### src/rtl/itcm_arb.sv
// itcm_arb -- access arbiter and response sequencer for the single-port
// instruction TCM.
//
// Grants at most one ITCM access per cycle to either instruction fetch or the
// data-side requester, drives the macro, and routes the one-cycle-latency read
// data back to whichever port issued the read. Data traffic normally wins a
// conflict, but after STARVE_MAX consecutive conflicting data grants the fetch
// port is forced through. A redirect (if_kill) suppresses the fetch response
// presented in the same cycle.
//
// Ports:
//   clk, reset          clock; asynchronous active-high reset
//   if_req/if_addr      fetch read request and byte address
//   if_gnt              fetch request accepted this cycle
//   if_kill             discard the fetch response due this cycle
//   if_rvalid/if_rdata  fetch read response
//   dp_req/dp_we/dp_be  data request, write flag, write byte enables
//   dp_addr/dp_wdata    data byte address and write data
//   dp_gnt              data request accepted this cycle
//   dp_rvalid/dp_rdata  data read response
//   mem_en/mem_we/mem_be/mem_addr/mem_wdata  ITCM macro controls (word address)
//   mem_rdata           ITCM read data, one cycle after a read enable
module itcm_arb #(
    parameter int unsigned STARVE_MAX = 4
) (
    input  logic        clk,
    input  logic        reset,
    input  logic        if_req,
    input  logic [31:0] if_addr,
    output logic        if_gnt,
    input  logic        if_kill,
    output logic        if_rvalid,
    output logic [31:0] if_rdata,
    input  logic        dp_req,
    input  logic        dp_we,
    input  logic [3:0]  dp_be,
    input  logic [31:0] dp_addr,
    input  logic [31:0] dp_wdata,
    output logic        dp_gnt,
    output logic        dp_rvalid,
    output logic [31:0] dp_rdata,
    output logic        mem_en,
    output logic        mem_we,
    output logic [3:0]  mem_be,
    output logic [29:0] mem_addr,
    output logic [31:0] mem_wdata,
    input  logic [31:0] mem_rdata
);

    localparam logic [1:0] RESP_NONE = 2'd0;
    localparam logic [1:0] RESP_IF   = 2'd1;
    localparam logic [1:0] RESP_DP   = 2'd2;

    logic [3:0] starve_cnt;
    logic [1:0] resp_sel;
    logic [1:0] resp_sel_nxt;
    logic       fetch_forced;
    logic       dp_write;

    // Word-aligned ITCM: the byte-offset bits carry no information here.
    logic unused_addr_lsbs;
    assign unused_addr_lsbs = ^{if_addr[1:0], dp_addr[1:0]};

    assign fetch_forced = (starve_cnt == 4'(STARVE_MAX));

    // Grants are held off while reset is asserted so nothing reaches the
    // macro during reset, even though reset is asynchronous to the requests.
    assign if_gnt = ~reset & if_req & (~dp_req | fetch_forced);
    assign dp_gnt = ~reset & dp_req & ~(if_req & fetch_forced);

    assign dp_write  = dp_gnt & dp_we;
    assign mem_en    = if_gnt | dp_gnt;
    assign mem_we    = dp_write;
    assign mem_be    = dp_write ? dp_be : 4'hF;
    assign mem_addr  = dp_gnt ? dp_addr[31:2] : if_addr[31:2];
    assign mem_wdata = dp_wdata;

    // Counts consecutive cycles in which fetch wanted the macro but data took
    // it. Once it reaches STARVE_MAX fetch wins, which clears it again, so it
    // never exceeds STARVE_MAX.
    always_ff @(posedge clk or posedge reset) begin
        if (reset) begin
            starve_cnt <= 4'd0;
        end else if (if_gnt || !if_req) begin
            starve_cnt <= 4'd0;
        end else if (dp_gnt) begin
            starve_cnt <= starve_cnt + 4'd1;
        end
    end

    // Writes produce no response, so only read grants tag the next cycle.
    always_comb begin
        resp_sel_nxt = RESP_NONE;
        if (if_gnt) begin
            resp_sel_nxt = RESP_IF;
        end else if (dp_gnt && !dp_we) begin
            resp_sel_nxt = RESP_DP;
        end
    end

    always_ff @(posedge clk or posedge reset) begin
        if (reset) begin
            resp_sel <= RESP_NONE;
        end else begin
            resp_sel <= resp_sel_nxt;
        end
    end

    // Response stage: data is shared by both ports and left unqualified;
    // consumers gate on their own rvalid.
    assign if_rvalid = (resp_sel == RESP_IF) & ~if_kill;
    assign dp_rvalid = (resp_sel == RESP_DP);
    assign if_rdata  = mem_rdata;
    assign dp_rdata  = mem_rdata;

endmodule

### config.mk
export PLATFORM = sky130hd
export DESIGN_NAME = itcm_arb
export DESIGN_NICKNAME = d
export VERILOG_FILES = /design/src/rtl/itcm_arb.sv
export SDC_FILE = /design/constraint.sdc
export NUM_CORES = 1
export LEC_CHECK = 0
export BUFFER_PORTS_ARGS = -buffer_cell sky130_fd_sc_hd__clkbuf_2
export CORE_AREA = 8 8 100 102
export CTS_CLUSTER_DIAMETER = 40
export DETAILED_ROUTE_END_ITERATION = 6
export DIE_AREA = 0 0 108 110
export PLACE_DENSITY = 0.63
export SYNTH_ARGS = -nofsm -noshare
export SYNTH_HDL_FRONTEND = slang
export SYNTH_SLANG_ARGS = --single-unit
export TNS_END_PERCENT = 100
### constraint.sdc
create_clock -name clk -period 3.21 [get_ports clk]
set_input_delay 0.1605 -clock clk [delete_from_list [all_inputs] [get_ports clk]]
set_output_delay 0.1605 -clock clk [all_outputs]
set_load 0.1 [all_outputs]
==> impl_metrics.yaml, run 1 <==
route:
  detail_route.wl_per_cell_um: 14.7
  drt_iter0_drc: 53
  routed_via_count_divided_by_cell_count: 3.87
  wirelength_mm: 4.34
  vias: 1139
  drtAntennaViolNets: 0
  drt_drc_violations_left: 0
  first_pass_iters: 4
layout:
  final_core_util_pct: 18.6
  post-route-cell-area_sq_um: 1580
  post_route_cells_drive_above_1_share_pct: 78.5
  num_antenna_cells: 0
  layout-area-overhead-vs-synth_pct: -2.48
  layout_commonest_cell: "sky130_fd_sc_hd__clkbuf_2"
  nets_final: 328
  layout.cells.most_common_list: "sky130_fd_sc_hd__clkbuf_2, sky130_fd_sc_hd__mux2_4, sky130_fd_sc_hd__dfrtp_1"
worst_setup_path:
  worst_setup_path_start_kind: "register"
  cp_top_family: "buffers and inverters"
  worst-path-max-fanout: 32
  crit_type: "reg2out"
  cp.required_ps: 3050
  endpoint_arrival_time_on_the_critical_path_ps: 2450
  crit_slowest_cell: "sky130_fd_sc_hd__clkbuf_2"
  crit_path_cell_trace: "inv_1 > ha_1 > and4b_4 > or2_2 > buf_12 > inv_1 > and2_1 > clkbuf_2"
  cpPeakStageDelay_ps: 450
  end_kind: "output pin"
  timing.critical_path.buf_inv: 4
  worst_path_most_repeated_cell: "sky130_fd_sc_hd__inv_1"
run:
  max_cap_check_violation_count: 0
sta:
  post_route_minimum_period_ps: 2610
  finalWorstSetupSlack_ps: 599
  timing_worst_slew_pin_value_ps: 565
  setup_total_negative_slack_ps: 0
  clock-skew-final_ps: 2.06
  rsz0062_at_grt: "no"
  timing.final.setup_violations: 0
  final-max-slew-violation-count: 0
  timing.final.crit_share_pct: 81.3
  max-slew-margin-rel_pct: 62.5
  max_clock_freq_mhz: 383
  final_hold_viol_count: 0
run_status:
  result_of_the_run: "finished clean"
placement:
  placement.setup.worst_slack_ps: 792
  dp_hpwl_mm: 3.83
  dpl-instance-area_sq_um: 1530
  io_buffers: 109
  place_congestion: 0.754
global_route:
  antenna_violations_before_repair: 0
  grt_use_total_pct: 6.17
  grt_max_degree: 33
  residual_overflow_from_global_routing: 0
  first_global_vias: 1129
  global_route_wire_length_before_repair_mm: 5.76
synth:
  synth_top_flop_cell: "sky130_fd_sc_hd__dfrtp_1"
  postSynthNetCount: 312
  yosysWarnings: 0
  ys_seq_area_share_pct: 9.28
  dominant_combinational_cell_family_by_area_after_synthesis: "buffers and inverters"
  async_reset_ff_share_pct: 100
  synthXorXnorAreaFrac_pct: 0
  synth_largest_area_cell: "sky130_fd_sc_hd__buf_4"
  synth_edf_count: 0
  synth_mux_area_share_pct: 27.6
  synthDominantCellAreaShare_pct: 44.5
  mappedNetlistArea_sq_um: 1620
  post_synth_fa_ha_maj_area_fraction_pct: 1.55
  synth.ff_latch_count: 6
  synthTopCellsByArea: "sky130_fd_sc_hd__buf_4, sky130_fd_sc_hd__mux2_4, sky130_fd_sc_hd__dfrtp_1"
  post_synthesis_cells: 172
  yosysUniqueCellTypes: 28
  synth_compound_gate_area_share_pct: 4.02
  synth_area_per_cell_sq_um: 9.41
  share_of_synthesized_cell_area_in_and_or_nand_and_nor_gates_pct: 7.42
cts:
  cts_max_path_buffers: 2
  ctsRootBufferMaster: "sky130_fd_sc_hd__clkbuf_8"
  clkLatencyLatePin_ps: 220
  post_cts_repair_timing_setup_buffer_count: 0
  cts_tree: "done"
  htree_levels: 1
  clkSlewWorstSetupHoldPaths_ps: 40
  post_cts_resize_count: 0
  clock-sinks: 6
  tritoncts.num_buffers: 3
  postCtsHoldBufs: 1
power:
  power.density_nw_per_um2: 386
  power.ir.vdd_worst_mv: 0.0725
  leakage_nw: 0.915
  post-layout-total-power_mw: 0.609
die:
  die_x_um: 108
  core_area_sq_um: 8470
  die-height_um: 110
  io_pins: 274
  die_ar_sq_um: 11900
  floorplan.rows: 34
  initial_utilization_pct: 19.1
worst_hold_path:
  min-delay-path-class: "in2reg"
==> sequential cells by signal, summed over array words and instances (netlist names) <==
| name | cells |
|---|---|
| resp_sel | 2 |
| starve_cnt | 4 |
==> cells in the mapped netlist (2+ instances only) <==
| master | n |
|---|---|
| sky130_fd_sc_hd__dfrtp_1 | 6 |
| sky130_fd_sc_hd__inv_1 | 5 |
| sky130_fd_sc_hd__nor2_1 | 3 |
| sky130_fd_sc_hd__buf_4 | 96 |
| sky130_fd_sc_hd__buf_12 | 3 |
| sky130_fd_sc_hd__nand2_1 | 2 |
| sky130_fd_sc_hd__o21ai_0 | 3 |
| sky130_fd_sc_hd__mux2_4 | 29 |
| sky130_fd_sc_hd__a21oi_1 | 2 |
| sky130_fd_sc_hd__nand3b_1 | 4 |
| sky130_fd_sc_hd__ha_1 | 2 |
==> final timing paths <==
kind | start | endpoint | slack (ps) | cells after the start
min reg2reg | starve_cnt[2]$_DFFE_PP0P_ | starve_cnt[2]$_DFFE_PP0P_ | 580 | 1
max in group asynchronous | reset | starve_cnt[3]$_DFFE_PP0P_ | 2500 | 3
min in group asynchronous | reset | starve_cnt[2]$_DFFE_PP0P_ | 470 | 3
min | dp_we | resp_sel[1]$_DFF_PP0_ | 220 | 2
max | starve_cnt[0]$_DFFE_PP0P_ | mem_we | 600 | 8
max reg2reg | starve_cnt[0]$_DFFE_PP0P_ | starve_cnt[2]$_DFFE_PP0P_ | 1300 | 7
==> routing by layer <==
layer / wire [um] / vias to the layer above / GRT usage [%]
met5: 0 / - / 0
met4: 231 / 0 / 5.85
met3: 943 / 41 / 3.08
met2: 1900 / 116 / 10.5
met1: 1260 / 482 / 5.21
li1: - / 500 / -
==> final cells by class <==
| class | instances | area [sq um] |
|---|---|---|
| inverters | 5 | 18.8 |
| flip-flops and latches | 6 | 150 |
| well taps | 108 | 135 |
| multi-input cells | 61 | 657 |
| clock buffers | 3 | 41.3 |
| repair buffers | 111 | 576 |
| fillers | 938 | 6890 |
==> stage by stage <==
| stage | hold slack (ps) | std cells |
|---|---|---|
| after floorplan | -18.5 | 172 |
| after global placement | 153 | 290 |
| after CTS | 243 | 294 |
| after global routing | 238 | 294 |
| final | 217 | 294 |
| after detailed placement | 158 | 290 |
==> where the power goes <==
part	leakage [nW]	internal, mW	switching [mW]
combinational	0.812	0.104	0.311
clock	0.0216	0.0805	0.0325
sequential	0.0816	0.0786	0.00185
==> cell families after synthesis <==
kind of cell,count (synthesis)
buffers and inverters,105
muxes,30
and+or+nand+nor,19
AOI/OAI and AO/OA,10
DFF,6
adders and majority gates,2
Note: power is estimated with default switching activity, not from simulation.
==> run 2, diff against run 1 <==
--- a/config.mk
+++ b/config.mk
@@ -10,7 +10,7 @@
 export CTS_CLUSTER_DIAMETER = 40
 export DETAILED_ROUTE_END_ITERATION = 6
 export DIE_AREA = 0 0 108 110
-export PLACE_DENSITY = 0.63
+export PLACE_DENSITY = 0.65
 export SYNTH_ARGS = -nofsm -noshare
 export SYNTH_HDL_FRONTEND = slang
 export SYNTH_SLANG_ARGS = --single-unit
==> constraint.sdc (replaced) <==
create_clock -name clk -period 2.3 [get_ports clk]
set_input_delay 0.115 -clock clk [delete_from_list [all_inputs] [get_ports clk]]
set_output_delay 0.115 -clock clk [all_outputs]
set_load 0.1 [all_outputs]
==> run 2 against run 1 <==
Global-route usage is 0.43 points higher. Wire length is 11% higher. Via count is 0.44% lower. Critical path type unchanged.
==> impl_metrics.yaml, run 2 (synthesis results as in run 1) <==
layout:
  final_core_util_pct: 25.4
  layout_commonest_cell: "sky130_fd_sc_hd__clkbuf_2"
  layout-area-overhead-vs-synth_pct: 33.1
  reg.largest.list: "starve_cnt x4, resp_sel x2"
  nets_final: 329
  largest_reg_flops: 4
  area.sequential_sq_um: 150
  number_of_filler_instances_in_the_final_layout: 892
  final-instance-count-excl-fill: 295
  layout.cells.most_common_list: "sky130_fd_sc_hd__clkbuf_2, sky130_fd_sc_hd__buf_12, sky130_fd_sc_hd__mux2_4"
  regMostFlops: "starve_cnt"
  post_route_cells_drive_above_1_share_pct: 81.8
  num_antenna_cells: 0
  multi_input_comb_area_sq_um: 678
sta:
  clock-skew-final_ps: 1.89
  max-slew-margin-rel_pct: 63.3
  timing_worst_slew_pin_value_ps: 552
  setup_total_negative_slack_ps: 0
  rsz0062_at_grt: "no"
  timing.final.setup_violations: 0
  final_hold_viol_count: 0
  final-max-slew-violation-count: 0
  post_route_minimum_period_ps: 2180
  max_clock_freq_mhz: 458
  timing.final.crit_share_pct: 94.9
worst_setup_path:
  worst_path_most_repeated_cell: "sky130_fd_sc_hd__buf_12"
  crit_type: "reg2out"
  crit_path_cell_trace: "inv_2 > ha_4 > and4b_4 > or2_4 > buf_12 > mux2_2 > buf_12"
  end_kind: "output pin"
  worst-path-max-fanout: 14
  rrSetupSlack_ps: 550
  worst_setup_path_start_kind: "register"
  cpPeakStageDelay_ps: 390
  critical_path.endpoint: "mem_addr[29]"
  crit_start: "starve_cnt[0]$_DFFE_PP0P_"
  crit_slowest_cell: "sky130_fd_sc_hd__dfrtp_1"
  regToRegEndpoint: "starve_cnt[2]$_DFFE_PP0P_"
  endpoint_arrival_time_on_the_critical_path_ps: 2070
  r2r_cells: 6
  regToRegStartpoint: "starve_cnt[0]$_DFFE_PP0P_"
  cp.required_ps: 2180
placement:
  io_buffers: 109
  place_congestion: 0.826
  dp.cells: 290
  dp_hpwl_mm: 4.16
die:
  initial_utilization_pct: 19.1
  die-height_um: 110
  io_pins: 274
  die_ar_sq_um: 11900
  die_x_um: 108
  floorplan.rows: 34
  core_area_sq_um: 8470
worst_hold_path:
  min-delay-path-class: "in2reg"
route:
  drtAntennaViolNets: 0
  detail_route.wl_per_cell_um: 16.3
  drt_iter0_drc: 26
  wirelength_mm: 4.81
  vias: 1134
  routed_via_count_divided_by_cell_count: 3.84
  first_pass_iters: 3
  drt_drc_violations_left: 0
power:
  power.ir.vdd_worst_mv: 0.167
  leakage_nw: 1.11
  power.density_nw_per_um2: 479
  post-layout-total-power_mw: 1.03
global_route:
  residual_overflow_from_global_routing: 0
  grtUsageMet2_pct: 10.7
  global_route.usage.met3_pct: 3.60
  global_route_wire_length_before_repair_mm: 6.16
  grt-busiest-layer: "met2"
  antenna_violations_before_repair: 0
  grt_use_total_pct: 6.60
  grt_max_degree: 29
  met1_usage_pct: 6.13
  first_global_vias: 1167
cts:
  cts_tree: "done"
  clkSlewWorstSetupHoldPaths_ps: 40
  clock-sinks: 6
  cts_max_path_buffers: 2
  post_cts_repair_timing_setup_buffer_count: 0
  ctsRootBufferMaster: "sky130_fd_sc_hd__clkbuf_8"
  tritoncts.num_buffers: 3
  htree_levels: 1
  clkLatencyLatePin_ps: 230
run_status:
  result_of_the_run: "finished clean"
run:
  max_cap_check_violation_count: 0
run 2: area by class of cell:
type / count / share of cell area, %
multi-input cells: 61 / 31.5
well taps: 108 / 6.28
repair buffers: 112 / 52.3
clock buffers: 3 / 1.92
flip-flops and latches: 6 / 6.97
inverters: 5 / 1.05
run 2: per-stage QoR:
step / hold slack [ps] / worst slack (ps) / cell area (sq um)
2_1_floorplan: -64.0 / -297 / 1640
3_3_place_gp: 99.5 / 264 / 2070
3_5_place_dp: 120 / 239 / 2070
4_1_cts: 193 / 53.0 / 2130
5_1_grt: 184 / 41.2 / 2150
6_report: 180 / 117 / 2150
run 2: layer usage:
metal  vias up  share of wire (%)
met4         0                5.1
met1       488                 30
met5         -                  0
met2       103                 46
li1        507                  -
met3        36                 19
run 2: power breakdown:
group	internal (mW)	total (mW)	switching [mW]
clock network	0.113	0.163	0.0506
logic	0.291	0.756	0.465
registers	0.110	0.113	0.00296
total	0.514	1.03	0.519
run 2: timing repair:
item,4_1_cts,5_1_grt
hold buffers,1,0
gates resized for setup,1,0
cloned,0,1
endpoints found under the hold margin,6,0
endpoints found under the setup margin,1,1
run 2: how the worst min path moves through the flow:
stage | slack (ps) | startpoint | depth (start not counted) | to
CTS | 190 | dp_we | 2 | resp_sel[1]$_DFF_PP0_
global route | 180 | dp_we | 2 | resp_sel[1]$_DFF_PP0_
finish | 180 | dp_we | 2 | resp_sel[1]$_DFF_PP0_
detailed placement | 120 | reset | 2 | starve_cnt[0]$_DFFE_PP0P_
global placement | 100 | reset | 2 | starve_cnt[0]$_DFFE_PP0P_
floorplan | -60 | reset | 1 | resp_sel[0]$_DFF_PP0_
run 2: critical path: cells and delay by family, from the launching register on:
family	cells	cell delay, ps
AND/OR/NAND/NOR	2	480
buffers and inverters	3	450
flip-flops	1	390
multiplexers	1	370
adder cells (fa/ha/maj)	1	140
==> run 3, diff against run 2 <==
--- a/config.mk
+++ b/config.mk
@@ -10,7 +10,7 @@
 export CTS_CLUSTER_DIAMETER = 40
 export DETAILED_ROUTE_END_ITERATION = 6
 export DIE_AREA = 0 0 108 110
-export PLACE_DENSITY = 0.65
+export PLACE_DENSITY = 0.69
 export SYNTH_ARGS = -nofsm -noshare
 export SYNTH_HDL_FRONTEND = slang
 export SYNTH_SLANG_ARGS = --single-unit
==> run 3 against run 2 <==
Via count is 0.18% higher. Combinational power hardly changed. Global-route usage is 0.37 points higher. Count of clock-buffer cells in the layout stayed put. Critical endpoint is now mem_addr[11]. Critical path depth stayed put. Wire length is 2.2% lower. Flip-flop and latch count stayed put. Highest routed layer unchanged. Register-to-register slack worse by 220 ps.
==> impl_metrics.yaml, run 3 (synthesis results as in run 1) <==
layout:
  final_core_util_pct: 25.5
  layout-area-overhead-vs-synth_pct: 33.3
  final-instance-count-excl-fill: 296
  nets_final: 330
  layout_commonest_cell: "sky130_fd_sc_hd__clkbuf_2"
  post_route_cells_drive_above_1_share_pct: 81.9
  regMostFlops: "starve_cnt"
  num_antenna_cells: 0
  layout.cells.most_common_list: "sky130_fd_sc_hd__clkbuf_2, sky130_fd_sc_hd__buf_12, sky130_fd_sc_hd__mux2_4"
  largest_reg_flops: 4
  reg.largest.list: "starve_cnt x4, resp_sel x2"
power:
  power_frac_comb_pct: 73.5
  seqPwrFrac_pct: 10.9
  power_switching_mw: 0.514
  internal_power_mw: 0.515
  power.density_nw_per_um2: 477
  switching_share_pct: 49.9
  power_frac_clock_pct: 15.5
  power.ir.vdd_worst_mv: 0.107
  leakage_nw: 1.11
  post-layout-total-power_mw: 1.03
sta:
  rsz0062_at_grt: "no"
  max_clock_freq_mhz: 453
  timing.final.crit_share_pct: 95.9
  post_route_minimum_period_ps: 2210
  timing.final.setup_violations: 0
  final_hold_viol_count: 0
  clock-skew-final_ps: 2.56
  final-max-slew-violation-count: 0
  timing_worst_slew_pin_value_ps: 562
  max-slew-margin-rel_pct: 62.7
cts:
  clkSlewWorstSetupHoldPaths_ps: 40
  htree_levels: 1
  cts_max_path_buffers: 2
  clkLatencyLatePin_ps: 230
  tritoncts.num_buffers: 3
  ctsRootBufferMaster: "sky130_fd_sc_hd__clkbuf_8"
  cts_tree: "done"
  post_cts_resize_count: 0
  clock-sinks: 6
worst_setup_path:
  crit_start: "starve_cnt[0]$_DFFE_PP0P_"
  regToRegStartpoint: "starve_cnt[0]$_DFFE_PP0P_"
  worst-path-max-fanout: 9
  worst_setup_path_start_kind: "register"
  cpPeakStageDelay_ps: 370
  rrSetupSlack_ps: 330
  timing.critical_path.buf_inv: 3
  endpoint_arrival_time_on_the_critical_path_ps: 2090
  crit_slowest_cell: "sky130_fd_sc_hd__dfrtp_1"
  crit_type: "reg2out"
  crit_path_cell_trace: "inv_2 > ha_4 > and4b_4 > or2_2 > buf_4 > mux2_4 > buf_12"
  cp.required_ps: 2180
  cp_top_family: "simple AND/OR/NAND/NOR gates"
  end_kind: "output pin"
global_route:
  grt_use_total_pct: 6.97
  residual_overflow_from_global_routing: 0
  grt_max_degree: 23
  first_global_vias: 1155
  global_route_wire_length_before_repair_mm: 6.42
  antenna_violations_before_repair: 0
die:
  die-height_um: 110
  initial_utilization_pct: 19.1
  die_x_um: 108
  floorplan.rows: 34
  io_pins: 274
  core_area_sq_um: 8470
  die_ar_sq_um: 11900
placement:
  place_congestion: 0.800
  dp_hpwl_mm: 4.27
  dp.cells: 291
  io_buffers: 109
worst_hold_path:
  min-delay-path-class: "in2reg"
  hold_path_startpoint: "dp_we"
route:
  first_pass_iters: 3
  drt_drc_violations_left: 0
  routed_via_count_divided_by_cell_count: 3.84
  detail_route.wl_per_cell_um: 15.9
  wirelength_mm: 4.70
  drt_iter0_drc: 42
  drtAntennaViolNets: 0
  vias: 1136
run_status:
  result_of_the_run: "finished clean"
run:
  max_cap_check_violation_count: 0
## run 3: cell types whose count changed in the layout (fill, tap and decap cells not counted), sizes merged
cell	before	now
clkbuf	78	76
buf	36	39
## run 3: final cells by class
| type | instances | area (sq um) |
|---|---|---|
| Multi-Input combinational cell | 61 | 676 |
| Tap cell | 108 | 135 |
| Clock buffer | 3 | 41.3 |
| Timing Repair Buffer | 113 | 1130 |
| Fill cell | 886 | 6310 |
| Sequential cell | 6 | 150 |
| Inverter | 5 | 22.5 |
## run 3: final timing paths
check	depth (start not counted)	endpoint
min in group asynchronous	3	resp_sel[0]$_DFF_PP0_
hold / removal	2	resp_sel[1]$_DFF_PP0_
hold reg to reg	1	starve_cnt[2]$_DFFE_PP0P_
setup / recovery	7	mem_addr[11]
max in group asynchronous	3	starve_cnt[0]$_DFFE_PP0P_
setup reg to reg	8	starve_cnt[2]$_DFFE_PP0P_
## run 3: power by group through the flow
stage / Sequential (mW) / Combinational [mW] / Clock [mW]
floorplan: 0.113 / 1.27 / 0
global placement: 0.114 / 0.754 / 0
detailed placement: 0.114 / 0.760 / 0
CTS: 0.113 / 0.763 / 0.166
global route: 0.113 / 0.780 / 0.173
finish: 0.113 / 0.757 / 0.160
## run 3: per-stage QoR
| step | worst slack [ps] | area [sq um] | hold WS (ps) | setup TNS [ps] |
|---|---|---|---|---|
| CTS | 14.7 | 2150 | 178 | 0 |
| floorplan | -297 | 1640 | -64.0 | -1190 |
| finish | 94.9 | 2160 | 157 | 0 |
| detailed placement | 259 | 2100 | 113 | 0 |
| global placement | 286 | 2100 | 117 | 0 |
| global route | 31.2 | 2160 | 183 | 0 |
## run 3: per-layer routing
layer  GRT usage [%]  share of wire [%]  routed length [um]
met4            3.47                2.7                 126
met1            6.51                 31                1450
met2            11.9                 48                2240
met3            4.19                 19                 875
met5               0                  0                   0
## run 3: timing repair
| item | in CTS | in global routing |
|---|---|---|
| hold endpoints to repair | 6 | 0 |
| hold buffers | 1 | 0 |
| endpoints found under the setup margin | 0 | 4 |
| setup buffers | 0 | 1 |
